## config.mk

```make
export PLATFORM = sky130hd
export DESIGN_NAME = float_divider_seq
export DESIGN_NICKNAME = d
export VERILOG_FILES = /design/src/rtl/float_divider_seq.sv
export SDC_FILE = /design/constraint.sdc
export NUM_CORES = 1
export LEC_CHECK = 0
export BUFFER_PORTS_ARGS = -buffer_cell sky130_fd_sc_hd__buf_2
export CAP_MARGIN = 20
export CORE_AREA = 2 2 122 154
export DETAILED_ROUTE_END_ITERATION = 16
export DIE_AREA = 0 0 124 156
export SYNTH_ARGS = -nofsm -noshare
export SYNTH_HDL_FRONTEND = slang
export SYNTH_SLANG_ARGS = --single-unit
```

## constraint.sdc

```tcl
create_clock -name clk -period 5.5 [get_ports clk]
set_input_delay 1.1 -clock clk [delete_from_list [all_inputs] [get_ports clk]]
set_output_delay 1.1 -clock clk [all_outputs]
set_load 0.03 [all_outputs]
```

## src/rtl/float_divider_seq.sv

```systemverilog
// float_divider_seq
// Iterative IEEE-754 single-precision divider computing A / B. One quotient
// bit per clock by unsigned restoring division of the hidden-bit mantissas,
// followed by a single normalisation cycle. The result is truncated.
// Operands with exponent field 0 are zero; exponent 255 is an ordinary value.
//
// Handshake: start is accepted only in IDLE (A and B sampled on that edge).
// busy is high from the cycle after acceptance until done. done is a one-cycle
// pulse with result valid in the same cycle. result holds until the next done.
// busy and done are never high together.
//
// Ports:
//   clk     in   1   rising-edge clock
//   rst_n   in   1   asynchronous active-low reset
//   start   in   1   request, sampled in IDLE only
//   A       in  32   dividend
//   B       in  32   divisor
//   busy    out  1   operation in progress
//   done    out  1   result valid pulse
//   result  out 32   quotient
module float_divider_seq (
  input  logic        clk,
  input  logic        rst_n,
  input  logic        start,
  input  logic [31:0] A,
  input  logic [31:0] B,
  output logic        busy,
  output logic        done,
  output logic [31:0] result
);

  typedef enum logic [1:0] {
    IDLE = 2'd0,
    DIV  = 2'd1,
    NORM = 2'd2
  } state_t;

  // state is the FSM observation point for bound checkers
  state_t      state;
  state_t      state_nxt;

  logic [4:0]  counter;
  logic [24:0] rem;
  logic [24:0] quo;
  logic [23:0] mb;
  logic [7:0]  ea;
  logic [7:0]  eb;
  logic        sign;
  logic        special;
  logic [31:0] special_res;

  logic        a_zero;
  logic        b_zero;
  logic [24:0] mb_ext;
  logic [24:0] diff;
  logic        ge;
  logic signed [9:0] exp_calc;
  logic [22:0] mant;
  logic [31:0] result_nxt;

  assign a_zero = (A[30:23] == 8'd0);
  assign b_zero = (B[30:23] == 8'd0);
  assign mb_ext = {1'b0, mb};
  assign diff   = rem - mb_ext;
  assign ge     = (rem >= mb_ext);

  // State register
  always_ff @(posedge clk or negedge rst_n) begin
    if (!rst_n) state <= IDLE;
    else        state <= state_nxt;
  end

  // Next-state logic
  always_comb begin
    state_nxt = state;
    unique case (state)
      IDLE: if (start) state_nxt = (a_zero || b_zero) ? NORM : DIV;
      DIV:  if (counter == 5'd0) state_nxt = NORM;
      NORM: state_nxt = IDLE;
      default: state_nxt = IDLE;
    endcase
  end

  // Output logic: busy and the normalised result computed from the quotient
  always_comb begin
    busy = (state != IDLE);
    // Quotient lies in (0.5, 2): bit 24 set means >= 1.0
    mant = quo[24] ? quo[23:1] : quo[22:0];
    exp_calc = $signed({2'b00, ea}) - $signed({2'b00, eb})
             + (quo[24] ? 10'sd127 : 10'sd126);
    if (special)
      result_nxt = special_res;
    else if (exp_calc >= 10'sd255)
      result_nxt = {sign, 8'hFF, 23'h0};
    else if (exp_calc <= 10'sd0)
      result_nxt = {sign, 31'h0};
    else
      result_nxt = {sign, exp_calc[7:0], mant};
  end

  // Datapath and registered outputs
  always_ff @(posedge clk or negedge rst_n) begin
    if (!rst_n) begin
      counter     <= 5'd0;
      rem         <= 25'd0;
      quo         <= 25'd0;
      mb          <= 24'd0;
      ea          <= 8'd0;
      eb          <= 8'd0;
      sign        <= 1'b0;
      special     <= 1'b0;
      special_res <= 32'h0;
      done        <= 1'b0;
      result      <= 32'h0;
    end else begin
      done <= (state == NORM);
      if (state == NORM) result <= result_nxt;
      case (state)
        IDLE: begin
          if (start) begin
            rem     <= {2'b01, A[22:0]};
            mb      <= {1'b1, B[22:0]};
            ea      <= A[30:23];
            eb      <= B[30:23];
            sign    <= A[31] ^ B[31];
            quo     <= 25'd0;
            counter <= 5'd24;
            special <= a_zero || b_zero;
            if (a_zero && b_zero)
              special_res <= 32'h7FC00000;
            else if (b_zero)
              special_res <= {A[31] ^ B[31], 8'hFF, 23'h0};
            else
              special_res <= {A[31] ^ B[31], 31'h0};
          end
        end
        DIV: begin
          // Remainder stays below 2*Mb, so the shifted value fits in 25 bits
          rem <= ge ? {diff[23:0], 1'b0} : {rem[23:0], 1'b0};
          quo <= {quo[23:0], ge};
          if (counter != 5'd0) counter <= counter - 5'd1;
        end
        default: ;
      endcase
    end
  end

endmodule

```

# After elaboration in Yosys (flattened, before gate mapping)
# Cells that the tools add are included.
# Widths: inputs -> output; s select.
[totals]
input_bits = 67
word_cells = 57
out_inout_bits = 34
reg_bits = 164
[classes]
order_cmp = 3
n_addsub = 4
n_mux = 19
n_eq_ne = 5
bitwise_logic = 1
reduce_logical = 13
[op_table]
columns = ["op", "count"]
rows = [
  ["$pmux 25 s2", 2],
  ["$mux 31", 3],
  ["$mux 25", 3],
  ["$mux 32", 2],
  ["$ge 25x24->1", 1],
  ["$sub 24x24->24", 1],
  ["$mux 23", 1],
  ["$logic_not 8->1", 2],
  ["$add 9x8->10", 1],
  ["$ge 10x9->1 const B", 1],
  ["$le 10x1->1 const B", 1],
  ["$mux 5", 2],
  ["$pmux 5 s2", 1],
  ["$sub 8x8->9", 1],
  ["$mux 2", 3],
  ["$ne 2x2->1 const B", 3],
  ["$reduce_and 2->1", 3],
  ["$logic_not 5->1", 1],
  ["$reduce_bool 5->1", 1],
  ["$sub 5x1->5 const B", 1],
  ["$pmux 2 s2", 1],
  ["$reduce_bool 2->1", 2],
  ["$reduce_and 3->1", 1],
  ["$eq 2x1->1 const B", 1],
  ["other kinds (6)", 6],
]

# Depth between registers and ports, before layout
# Gate-level depths: netlist of run 1.
[depth]
word_depth = 6
depth_mapped = 15
ltp_nobuf = 14

# Worst setup path after synthesis of run 1
# OpenSTA, ideal clock, no wires.
[synth_timing]
path_kind = "flip-flop to flip-flop"
startpoint = "register ea[0]"
endpoint = "register result[10]"
stages_incl_launch_ff = 15
t_required_ps = 5426
synth_period_minus_slack_ps = 3070
n_path_buf = 1
setup_ps = 74
arrival_time_ps = 2996
setup_slack_ps = 2430
path_cell_list = "dfrtp_1 > inv_1 > ha_1 > inv_1 > fa_1 > a211oi_1 > o21bai_1 > a21oi_1 > xnor2_1 > o21ai_1 > a211o_1 > a41oi_2 > nand2_4 > buf_6 > o21ai_2"
[synth_via]
elab_chain_len = 6
elab_cells_between_ends = 7
cone_classes = "add/sub: 2; order compare: 2; mux: 3"
[synth_lines]
columns = ["item", "line", "source"]
rows = [
  ["start, declared", "46", "logic [7:0] ea;"],
  ["start signal, assigned", "123", "ea <= A[30:23];"],
  ["$sub 8x8->9 (*)", "89", "exp_calc = $signed({2'b00, ea}) - $signed({2'b00, eb})"],
  ["$add 9x8->10 (*)", "90", "+ (quo[24] ? 10'sd127 : 10'sd126);"],
  ["$le 10x1->1", "95", "else if (exp_calc <= 10'sd0)"],
  ["$mux 31", "95", ""],
  ["$mux 31 (*)", "93", "else if (exp_calc >= 10'sd255)"],
  ["$mux 32 (*)", "91", "if (special)"],
  ["end signal, assigned", "117", "if (state == NORM) result <= result_nxt;"],
  ["end, declared", "29", "output logic [31:0] result"],
]
# Mark *: on every way between the ends. The rest lies on a longest branch, timed or not.
# A chain may end at the register's enable or synchronous reset.

# Final worst setup path of run 1
[layout_timing]
startpoint = "register ea[0]"
endpoint = "register result[22]"
# The elaborated chain is that of the path after synthesis.

==> impl_metrics.csv, run 1 <==
group,metric,value,unit
setup_path,crit_path_start_kind,"register",
power,peakVddDrop,0.3151,mV
yosys,yosysWarningCount,0,
run_status,status,"complete, no violations",
yosys,async_flop_share,100.0,%
final_layout,drive_gt1_share,18.53,%
floorplan,row_count,55,
cts,cts_tree,"yes",
routing,routed_wirelength,18.69,mm
sta,holdWs,0.4473,ns
yosys,synth_top_area_share,42.72,%
yosys,yosys-top-cells-area,"dfrtp_1 (43%), nand2_1 (9.4%), o21ai_0 (5.9%)",
power,powerDensity,779.0,nW/um^2
sta,relSlewSlack,24.61,%
sta,report.final.slew_viol_count,0,
sta,finalCritPeriodShare,67.14,%
setup_path,worstPathRequired,5.83,ns
yosys,syn_nets,994,
final_layout,utilization,51.57,%
global_routing,antenna_found_initial,0,
yosys,yosysMostFrequentCell,"nand2_1",
sta,skew,0.01210,ns
power,seqPwrFrac,23.0,%
flow_run,max_cap_viol_count,0,
yosys,synth_area,7908,um^2
setup_path,cp.arrival,4.02,ns
sta,tns,0,ns
routing,wl_per_cell,15.45,um
floorplan,die_w,124,um
floorplan,die_area,19340,um^2
floorplan,initial_utilization,44.20,%
yosys,synth_seq_cells,135,
yosys,synth_top_cells_by_count,"nand2_1 (197), dfrtp_1 (135), o21ai_0 (94)",
yosys,synth_edf_count,0,
cts,cts_setup_buffers,0,
yosys,avgSynthCellArea,8.895,um^2
cts,cts.repair.resized,0,
cts,clockBufferDepth,2,
setup_path,cp_max_fo,23,
sta,finalSetupViolCount,0,
final_layout,nets,1074,
routing,ant_nets,0,
yosys,syn_inst,889,
cts,cts.htree.levels,4,
cts,ctsRootBufferMaster,"clkbuf_16",
power,power_frac_comb,60.0,%
global_routing,grtUsageTotal,20.62,%
sta,worst_slew_pin_slew,1.115,ns
power,p_total,0.007188,W
floorplan,die_y,156,um
power,p_leak,4.287,nW
final_layout,diodes,0,
global_routing,grt_pass1_vias,6492,
global_routing,grt_max_degree,92,
routing,vias,6455,
yosys,synth_cell_types,66,
cts,clock_sinks,135,
cts,clkTransAtPathRegs,0.06,ns
routing,dr.pass1.iters,4,
power,internal_power,0.003913,W
global_routing,grt_first_pass_wirelength,31.37,mm
place,dpl.hpwl,13.11,mm
cts,cts_hold_buffers,0,
yosys,seq_area_frac_synth,42.72,%
sta,max_freq,0.2708,GHz
cts,clkLatencyLatePin,0.42,ns
sta,layout_min_cycle_time,3.693,ns
power,p_clk_share,17.0,%
setup_path,end_kind,"register",
cts,cts_buffers,17,
global_routing,grt_remaining_overflow,0,
yosys,ys.flop_type,"dfrtp_1",
power,switching_share,45.57,%
power,p_sw,0.003275,W
min_path,hold_class,"register to register",
routing,drc,0,
routing,drt_iter0_markers,301,
floorplan,core-area,17890,um^2
setup_path,critical_path_class,"register to register",
yosys,yosysTopAreaCell,"dfrtp_1",
final_layout,syn_to_final_growth,16.69,%
place,numPortBuffers,100,
routing,vias_per_cell,5.335,
place,gp_congestion,0.8657,
floorplan,io_pins,101,
sta,hold_viol,0,
sta,rsz0062_at_grt,"false",
sequential cells by signal, indices dropped and copies added (netlist names), 2 cells and up:
signal,cells
eb,8
quo,25
special_res,3
counter,5
result,32
state,2
ea,8
mb,24
rem,25
layout by cell type, fill, tap and decap left out, types with 9 or more instances in the layout:
cell type  count
inv_1         46
a21o_1        11
mux2i_1       34
o21ai_0       94
ha_1          36
dfrtp_1      135
buf_2         99
clkbuf_16     17
a21oi_1       33
xnor2_1       25
nand2_1      197
nor2_1        33
nand3_1       12
o211ai_1      10
and3_1         9
o21ai_2       21
a31oi_1       15
per-stage QoR:
stage | area [um^2] | setup WS (ns) | instances
3_5_place_dp | 8586 | 1.799 | 1177
6_report | 9228 | 1.807 | 1210
5_1_grt | 9228 | 1.439 | 1210
4_1_cts | 9213 | 1.776 | 1209
3_3_place_gp | 8586 | 1.852 | 1177
2_1_floorplan | 7908 | 2.430 | 889
final cells by class:
cell class	count	area, um^2
Timing Repair Buffer	110	601.8
Sequential cell	135	3378
Inverter	46	172.7
Tap cell	228	285.3
Clock inverter	15	201.4
Clock buffer	17	425.4
Multi-Input combinational cell	659	4163
Fill cell	1713	8665
routing by layer:
| layer | vias up | share of wire [%] | GRT usage (%) |
|---|---|---|---|
| met1 | 3068 | 44 | 25.41 |
| li1 | 3255 | - | - |
| met3 | 21 | 2.9 | 3.838 |
| met5 | - | 0 | 0 |
| met2 | 111 | 51 | 36.13 |
| met4 | 0 | 1.7 | 6.528 |
power groups by stage:
stage	registers [W]	logic, W	clock network, W
finish	0.00165	0.00431	0.00122
global route	0.00171	0.00488	0.00129
CTS	0.00165	0.00431	0.00125
detailed placement	0.00167	0.00428	0
global placement	0.00166	0.00425	0
floorplan	0.00166	0.00341	0
worst max-delay path: stages, from the launching register on:
cell and delay (ns):
dfrtp_1 0.36, inv_1 0.07, ha_1 0.16, inv_1 0.05, fa_1 0.39, a211oi_1 0.41
o21bai_1 0.13, a21oi_1 0.26, xnor2_1 0.22, o21ai_1 0.14, a211o_1 0.38, a41oi_2 0.40
nand2_4 0.33, o221ai_1 0.28
worst paths after layout:
kind	startpoint	to	slack (ns)	cells after the start
min in group asynchronous	rst_n	eb[0]$_DFFE_PN0P_	0.76	1
hold reg to reg	mb[23]$_DFFE_PN0P_	mb[23]$_DFFE_PN0P_	0.45	2
max in group asynchronous	rst_n	quo[0]$_DFFE_PN0P_	3.58	2
hold / removal	mb[23]$_DFFE_PN0P_	mb[23]$_DFFE_PN0P_	0.45	2
setup reg to reg	ea[0]$_DFFE_PN0P_	result[22]$_DFFE_PN0P_	1.81	13
setup / recovery	ea[0]$_DFFE_PN0P_	result[22]$_DFFE_PN0P_	1.81	13
kinds of logic (layout without fill, tap and decap cells):
kind of cell,count (synthesis),after routing,synth area share (%)
adders and majority gates,38,38,6.203
AOI/OAI and AO/OA,246,246,20.24
DFF,135,135,42.72
and+or+nand+nor,301,301,16.84
buffers and inverters,95,188,4.873
xor gates and xnor gates,32,32,3.639
muxes,42,42,5.491
Power figures use the tool's default switching activity.
==> run 2: changes to the inputs <==
--- a/config.mk
+++ b/config.mk
@@ -5,11 +5,12 @@
 export SDC_FILE = /design/constraint.sdc
 export NUM_CORES = 1
 export LEC_CHECK = 0
+export ABC_AREA = 1
 export BUFFER_PORTS_ARGS = -buffer_cell sky130_fd_sc_hd__buf_2
 export CAP_MARGIN = 20
-export CORE_AREA = 2 2 122 154
+export CORE_AREA = 2 2 127 159
 export DETAILED_ROUTE_END_ITERATION = 16
-export DIE_AREA = 0 0 124 156
+export DIE_AREA = 0 0 129 161
 export SYNTH_ARGS = -nofsm -noshare
 export SYNTH_HDL_FRONTEND = slang
 export SYNTH_SLANG_ARGS = --single-unit
==> constraint.sdc (replaced) <==
create_clock -name clk -period 3.7 [get_ports clk]
set_input_delay 0.74 -clock clk [delete_from_list [all_inputs] [get_ports clk]]
set_output_delay 0.74 -clock clk [all_outputs]
set_load 0.03 [all_outputs]
==> impl_metrics.csv, run 2 <==
group,metric,value,unit
yosys,async_flop_share,100.0,%
setup_path,cp_num_buf_inv,3,
setup_path,critical_path_class,"register to register",
setup_path,crit_path_start_kind,"register",
global_routing,grtUsageTotal,21.77,%
sta,rsz0062_at_grt,"false",
global_routing,grt_max_degree,86,
yosys,muxShareOfSynthArea,0,%
final_layout,nets,1326,
yosys,synth_seq_cells,135,
setup_path,crit_top_cell,"nand2_1",
routing,vias_per_cell,5.039,
cts,cts_buffers,17,
cts,cts.repair.resized,0,
yosys,syn_inst,1132,
sta,tns,0,ns
cts,clkTransAtPathRegs,0.07,ns
yosys,yosysTopAreaCell,"dfrtp_1",
routing,routed_wirelength,21.09,mm
final_layout,reg_top3,"result x32, quo x25, rem x25",
cts,clkLatencyLatePin,0.43,ns
routing,ant_nets,0,
yosys,yosysMostFrequentCell,"nand2_1",
final_layout,largest_reg_flops,32,
setup_path,cp.arrival,3.39,ns
routing,drt_iter0_markers,440,
setup_path,max_stage_delay,0.58,ns
global_routing,grt_pass1_vias,7583,
flow_run,max_cap_viol_count,0,
cts,cts_setup_buffers,0,
sta,max_freq,0.3257,GHz
setup_path,end_kind,"register",
cts,ctsRootBufferMaster,"clkbuf_16",
min_path,hold_class,"primary input to asynchronous set/reset pin",
floorplan,die_area,20770,um^2
run_status,status,"complete, no violations",
yosys,synth_edf_count,0,
sta,hold_viol,0,
yosys,synth_area,8518,um^2
cts,clock_sinks,135,
routing,drc,0,
yosys,synth_cell_types,48,
yosys,synthAdderAreaFrac,5.758,%
final_layout,diodes,0,
floorplan,die_y,161,um
yosys,synthXorXnorAreaFrac,1.954,%
sta,layout_min_cycle_time,3.070,ns
yosys,syn_nets,1237,
yosys,yosys-top-cells-area,"dfrtp_1 (40%), nand2_1 (13%), inv_1 (6.3%)",
cts,cts_tree,"yes",
setup_path,critPathTopFamily,"simple AND/OR/NAND/NOR gates",
global_routing,grt_first_pass_wirelength,36.17,mm
yosys,synthSimpleGateAreaFrac,29.98,%
routing,vias,7553,
setup_path,worstPathRequired,4.02,ns
yosys,synth_top_cells_by_count,"nand2_1 (305), inv_1 (143), dfrtp_1 (135)",
cts,cts_hold_buffers,0,
sta,holdWs,0.3499,ns
floorplan,row_count,57,
floorplan,initial_utilization,44.07,%
sta,report.final.slew_viol_count,0,
routing,dr.pass1.iters,5,
cts,cts.htree.levels,4,
final_layout,final_cell_mix,"nand2_1 (305), inv_1 (142), dfrtp_1 (135), buf_2 (99), nor2_1 (85)",
yosys,avgSynthCellArea,7.525,um^2
final_layout,drive_gt1_share,17.67,%
routing,wl_per_cell,14.07,um
sta,worst_slew_pin_slew,0.8854,ns
final_layout,largest_register,"result",
yosys,synth_top_area_share,39.66,%
final_layout,layout_commonest_cell,"nand2_1",
cts,clockBufferDepth,2,
floorplan,die_w,129,um
yosys,synth_compound_area_share,13.10,%
yosys,synth_top_family_by_area,"simple AND/OR/NAND/NOR gates",
floorplan,io_pins,101,
final_layout,syn_to_final_growth,15.41,%
sta,finalCritPeriodShare,82.97,%
place,gp_congestion,0.9303,
sta,skew,0.009845,ns
sta,relSlewSlack,40.52,%
floorplan,core-area,19330,um^2
global_routing,grt_remaining_overflow,0,
final_layout,num-fill-cells,1966,
place,numPortBuffers,100,
setup_path,cp_max_fo,30,
setup_path,critPathSlowestCell,"nand2_2",
sta,finalSetupViolCount,0,
global_routing,antenna_found_initial,0,
final_layout,utilization,50.86,%
yosys,seq_area_frac_synth,39.66,%
yosys,ys.flop_type,"dfrtp_1",
yosys,yosysWarningCount,0,
place,dpl.hpwl,14.89,mm
setup_path,crit_chain,"ha_1 > inv_1 > fa_1 > inv_1 > ha_1 > nand2_2 > inv_2 > nand3_2 > nor2_4 > nand3_2 > nand2_1 > nand2_1 > nand2_2 > nand2_1 > nand2_2 > nand2_1 > nand2_1 > nand2_1",
==> run 2: layer usage <==
metal | track usage (%) | part of all wire [%] | vias to the layer above
li1 | - | - | 3876
met1 | 26.21 | 42 | 3481
met2 | 38.58 | 51 | 162
met3 | 3.909 | 3.8 | 34
met4 | 7.955 | 2.7 | 0
met5 | 0 | 0 | -
==> run 2: kinds of logic (layout without fill, tap and decap cells) <==
| kind of cell | after synthesis | in the layout |
|---|---|---|
| compound gates | 192 | 192 |
| xor+xnor | 19 | 19 |
| fa+ha+maj | 38 | 38 |
| buf+inv | 193 | 295 |
| flops | 135 | 135 |
| simple gates | 555 | 555 |
==> run 2: worst paths after layout <==
kind                            cells past startpoint  slack, ns               start                      to
worst max-delay path                               18       0.63   eb[0]$_DFFE_PN0P_  result[25]$_DFFE_PN0P_
worst min register to register                      2       0.46  mb[23]$_DFFE_PN0P_      mb[23]$_DFFE_PN0P_
worst min-delay path                                1       0.35               rst_n  result[30]$_DFFE_PN0P_
min in group clk                                    2       0.46  mb[23]$_DFFE_PN0P_      mb[23]$_DFFE_PN0P_
worst max register to register                     18       0.63   eb[0]$_DFFE_PN0P_  result[25]$_DFFE_PN0P_
max in group asynchronous                           2       2.62               rst_n      mb[13]$_DFFE_PN0P_
==> run 2: area by class of cell <==
class / instances / area [um^2] / area share [%]
sequential: 135 / 3378 / 34.36
tap: 265 / 331.6 / 3.373
multi-input combinational: 804 / 4334 / 44.09
inverter: 147 / 551.8 / 5.613
clock buffer: 18 / 439.2 / 4.467
clock inverter: 14 / 136.4 / 1.387
timing repair buffer: 116 / 659.4 / 6.707
==> run 2: stage by stage <==
stage	worst slack (ns)	std cells	instance area, um^2
after floorplan	0.8684	1132	8518
after global placement	0.7092	1466	9228
after detailed placement	0.6206	1466	9228
after CTS	0.6189	1498	9803
after global routing	0.2800	1499	9831
final	0.6300	1499	9831
Power of run 2 is left out: the tool's default activity adds up to more than one toggle a clock period on the data nets, which glitch-free logic cannot reach.
==> run 3: changes to the inputs <==
--- a/config.mk
+++ b/config.mk
@@ -5,12 +5,13 @@
 export SDC_FILE = /design/constraint.sdc
 export NUM_CORES = 1
 export LEC_CHECK = 0
-export ABC_AREA = 1
+export ABC_AREA = 0
 export BUFFER_PORTS_ARGS = -buffer_cell sky130_fd_sc_hd__buf_2
 export CAP_MARGIN = 20
-export CORE_AREA = 2 2 127 159
+export CORE_AREA = 2 2 122 154
 export DETAILED_ROUTE_END_ITERATION = 16
-export DIE_AREA = 0 0 129 161
+export DIE_AREA = 0 0 124 156
+export PLACE_DENSITY = 0.66
 export SYNTH_ARGS = -nofsm -noshare
 export SYNTH_HDL_FRONTEND = slang
 export SYNTH_SLANG_ARGS = --single-unit
==> constraint.sdc (replaced) <==
create_clock -name clk -period 2.6 [get_ports clk]
set_input_delay 0.52 -clock clk [delete_from_list [all_inputs] [get_ports clk]]
set_output_delay 0.52 -clock clk [all_outputs]
set_load 0.03 [all_outputs]
==> impl_metrics.csv, run 3 (synthesis results as in run 1) <==
group,metric,value,unit
sta,setup_ws,-0.3345,ns
sta,finalCritPeriodShare,112.9,%
routing,drc,0,
floorplan,die_area,19340,um^2
final_layout,final_cell_mix,"nand2_1 (191), dfrtp_1 (135), buf_4 (121), buf_2 (99), o21ai_0 (74)",
setup_path,cp_max_fo,5,
global_routing,grtUsageTotal,21.55,%
routing,dr.pass1.iters,4,
cts,clockBufferDepth,2,
sta,skew,0.009911,ns
setup_path,reg2reg_slack,-0.33,ns
sta,holdWs,0.2877,ns
min_path,hold_depth,3,
final_layout,layout_commonest_cell,"nand2_1",
global_routing,antenna_found_initial,0,
cts,cts_tree,"yes",
setup_path,reg2reg_to,"result[16]$_DFFE_PN0P_",
setup_path,critical_path_class,"register to register",
final_layout,reg_top3,"result x32, quo x25, rem x25",
min_path,min_from,"B[18]",
routing,wl_per_cell,14.95,um
run_status,status,"finished with violations",
place,gp_congestion,0.8726,
global_routing,grt_remaining_overflow,0,
floorplan,die_y,156,um
global_routing,grt_max_degree,82,
min_path,hold_class,"primary input to register",
sta,report.final.slew_viol_count,0,
flow_run,max_cap_viol_count,0,
cts,cts_buffers,17,
cts,ctsRootBufferMaster,"clkbuf_16",
floorplan,row_count,55,
sta,finalSetupViolCount,45,
cts,clkLatencyLatePin,0.43,ns
setup_path,end_kind,"register",
setup_path,worstPathRequired,2.92,ns
setup_path,cp-startpoint,"ea[0]$_DFFE_PN0P_",
setup_path,r2r_start,"ea[0]$_DFFE_PN0P_",
routing,vias,7036,
place,dpl.hpwl,13.75,mm
setup_path,crit_path_start_kind,"register",
final_layout,syn_to_final_growth,36.39,%
sta,worst_slew_pin_slew,0.5050,ns
sta,tns,-9.941,ns
final_layout,largest_register,"result",
routing,drt_iter0_markers,352,
place,postPlaceCellArea,9497,um^2
sta,layout_min_cycle_time,2.934,ns
sta,rsz0062_at_grt,"true",
floorplan,initial_utilization,44.20,%
cts,clkTransAtPathRegs,0.07,ns
global_routing,grt_pass1_vias,7053,
final_layout,diodes,0,
sta,max_freq,0.3408,GHz
final_layout,nets,1204,
global_routing,grt_first_pass_wirelength,33.14,mm
final_layout,drive_gt1_share,34.53,%
cts,clock_sinks,135,
setup_path,rr_worst_depth,16,
place,numPortBuffers,100,
run_status,violations,"setup timing",
sta,hold_viol,0,
cts,cts.htree.levels,4,
routing,vias_per_cell,5.251,
routing,routed_wirelength,20.03,mm
floorplan,core-area,17890,um^2
floorplan,io_pins,101,
final_layout,largest_reg_flops,32,
sta,relSlewSlack,66.27,%
floorplan,die_w,124,um
setup_path,cp.arrival,3.25,ns
min_path,timing.hold.worst_endpoint,"mb[18]$_DFFE_PN0P_",
routing,ant_nets,0,
final_layout,fin_area,10790,um^2
==> run 3: cell count changes in the layout (fill, tap and decap cells not counted), moves of 16 or more <==
cell      delta
nand2_1    -114
buf_4      +107
inv_1      -101
nor2_1      -57
nand3_1     -52
mux2i_1     +33
o21ai_2     +29
nand3_2     -26
o22ai_1     -21
a211oi_1    -20
a21oi_1     -17
nand4_1     -16
==> run 3: how the worst max path moves through the flow <==
stage	endpoint	slack, ns
final	result[16]$_DFFE_PN0P_	-0.33
after global routing	result[28]$_DFFE_PN0P_	-0.46
after CTS	result[8]$_DFFE_PN0P_	-0.29
after detailed placement	result[7]$_DFFE_PN0P_	-0.42
after global placement	result[7]$_DFFE_PN0P_	-0.39
after floorplan	result[10]$_DFFE_PN0P_	-0.24
==> run 3: metal layers <==
metal	share of wire, %	global-route usage [%]	vias to the layer above
met2	53	38.33	135
met5	0	0	-
met1	42	25.97	3337
met4	1.9	7.170	0
met3	3.1	3.874	34
li1	-	-	3530
==> run 3: critical path, stage by stage (launching register included) <==
cell,delay [ns]
dfrtp_1,0.38
inv_2,0.08
ha_4,0.13
inv_2,0.03
fa_2,0.36
buf_4,0.17
xnor2_4,0.24
buf_12,0.14
xnor2_2,0.10
and3_4,0.21
nand2_1,0.06
a211oi_2,0.16
o22ai_1,0.09
mux2_4,0.32
nand2_8,0.13
clkbuf_16,0.17
o21ai_2,0.05
==> run 3: cell type report <==
type / count / area (um^2)
clock buffers: 17 / 425.4
clock inverters: 15 / 160.2
fillers: 1583 / 7107
inverters: 46 / 172.7
multi-input cells: 659 / 4629
flip-flops and latches: 135 / 3378
well taps: 228 / 285.3
repair buffers: 240 / 1734
==> run 3: timing repair <==
item                                   4_1_cts  5_1_grt
endpoints found under the hold margin       28        0
pin swaps                                   18       29
buffers inserted                            10        8
gates cloned                                 2        2
setup endpoints to repair                   51       56
resized for setup                           31       79
hold buffers                                 1        0
==> run 3: stage by stage <==
step	std cells	worst slack, ns	util, %
6_report	1340	-0.3345	60.28
5_1_grt	1340	-0.4607	60.28
4_1_cts	1330	-0.2855	57.98
3_5_place_dp	1285	-0.4245	53.08
3_3_place_gp	1285	-0.3877	53.08
2_1_floorplan	889	-0.2426	-
Power of run 3 is left out for the same reason.
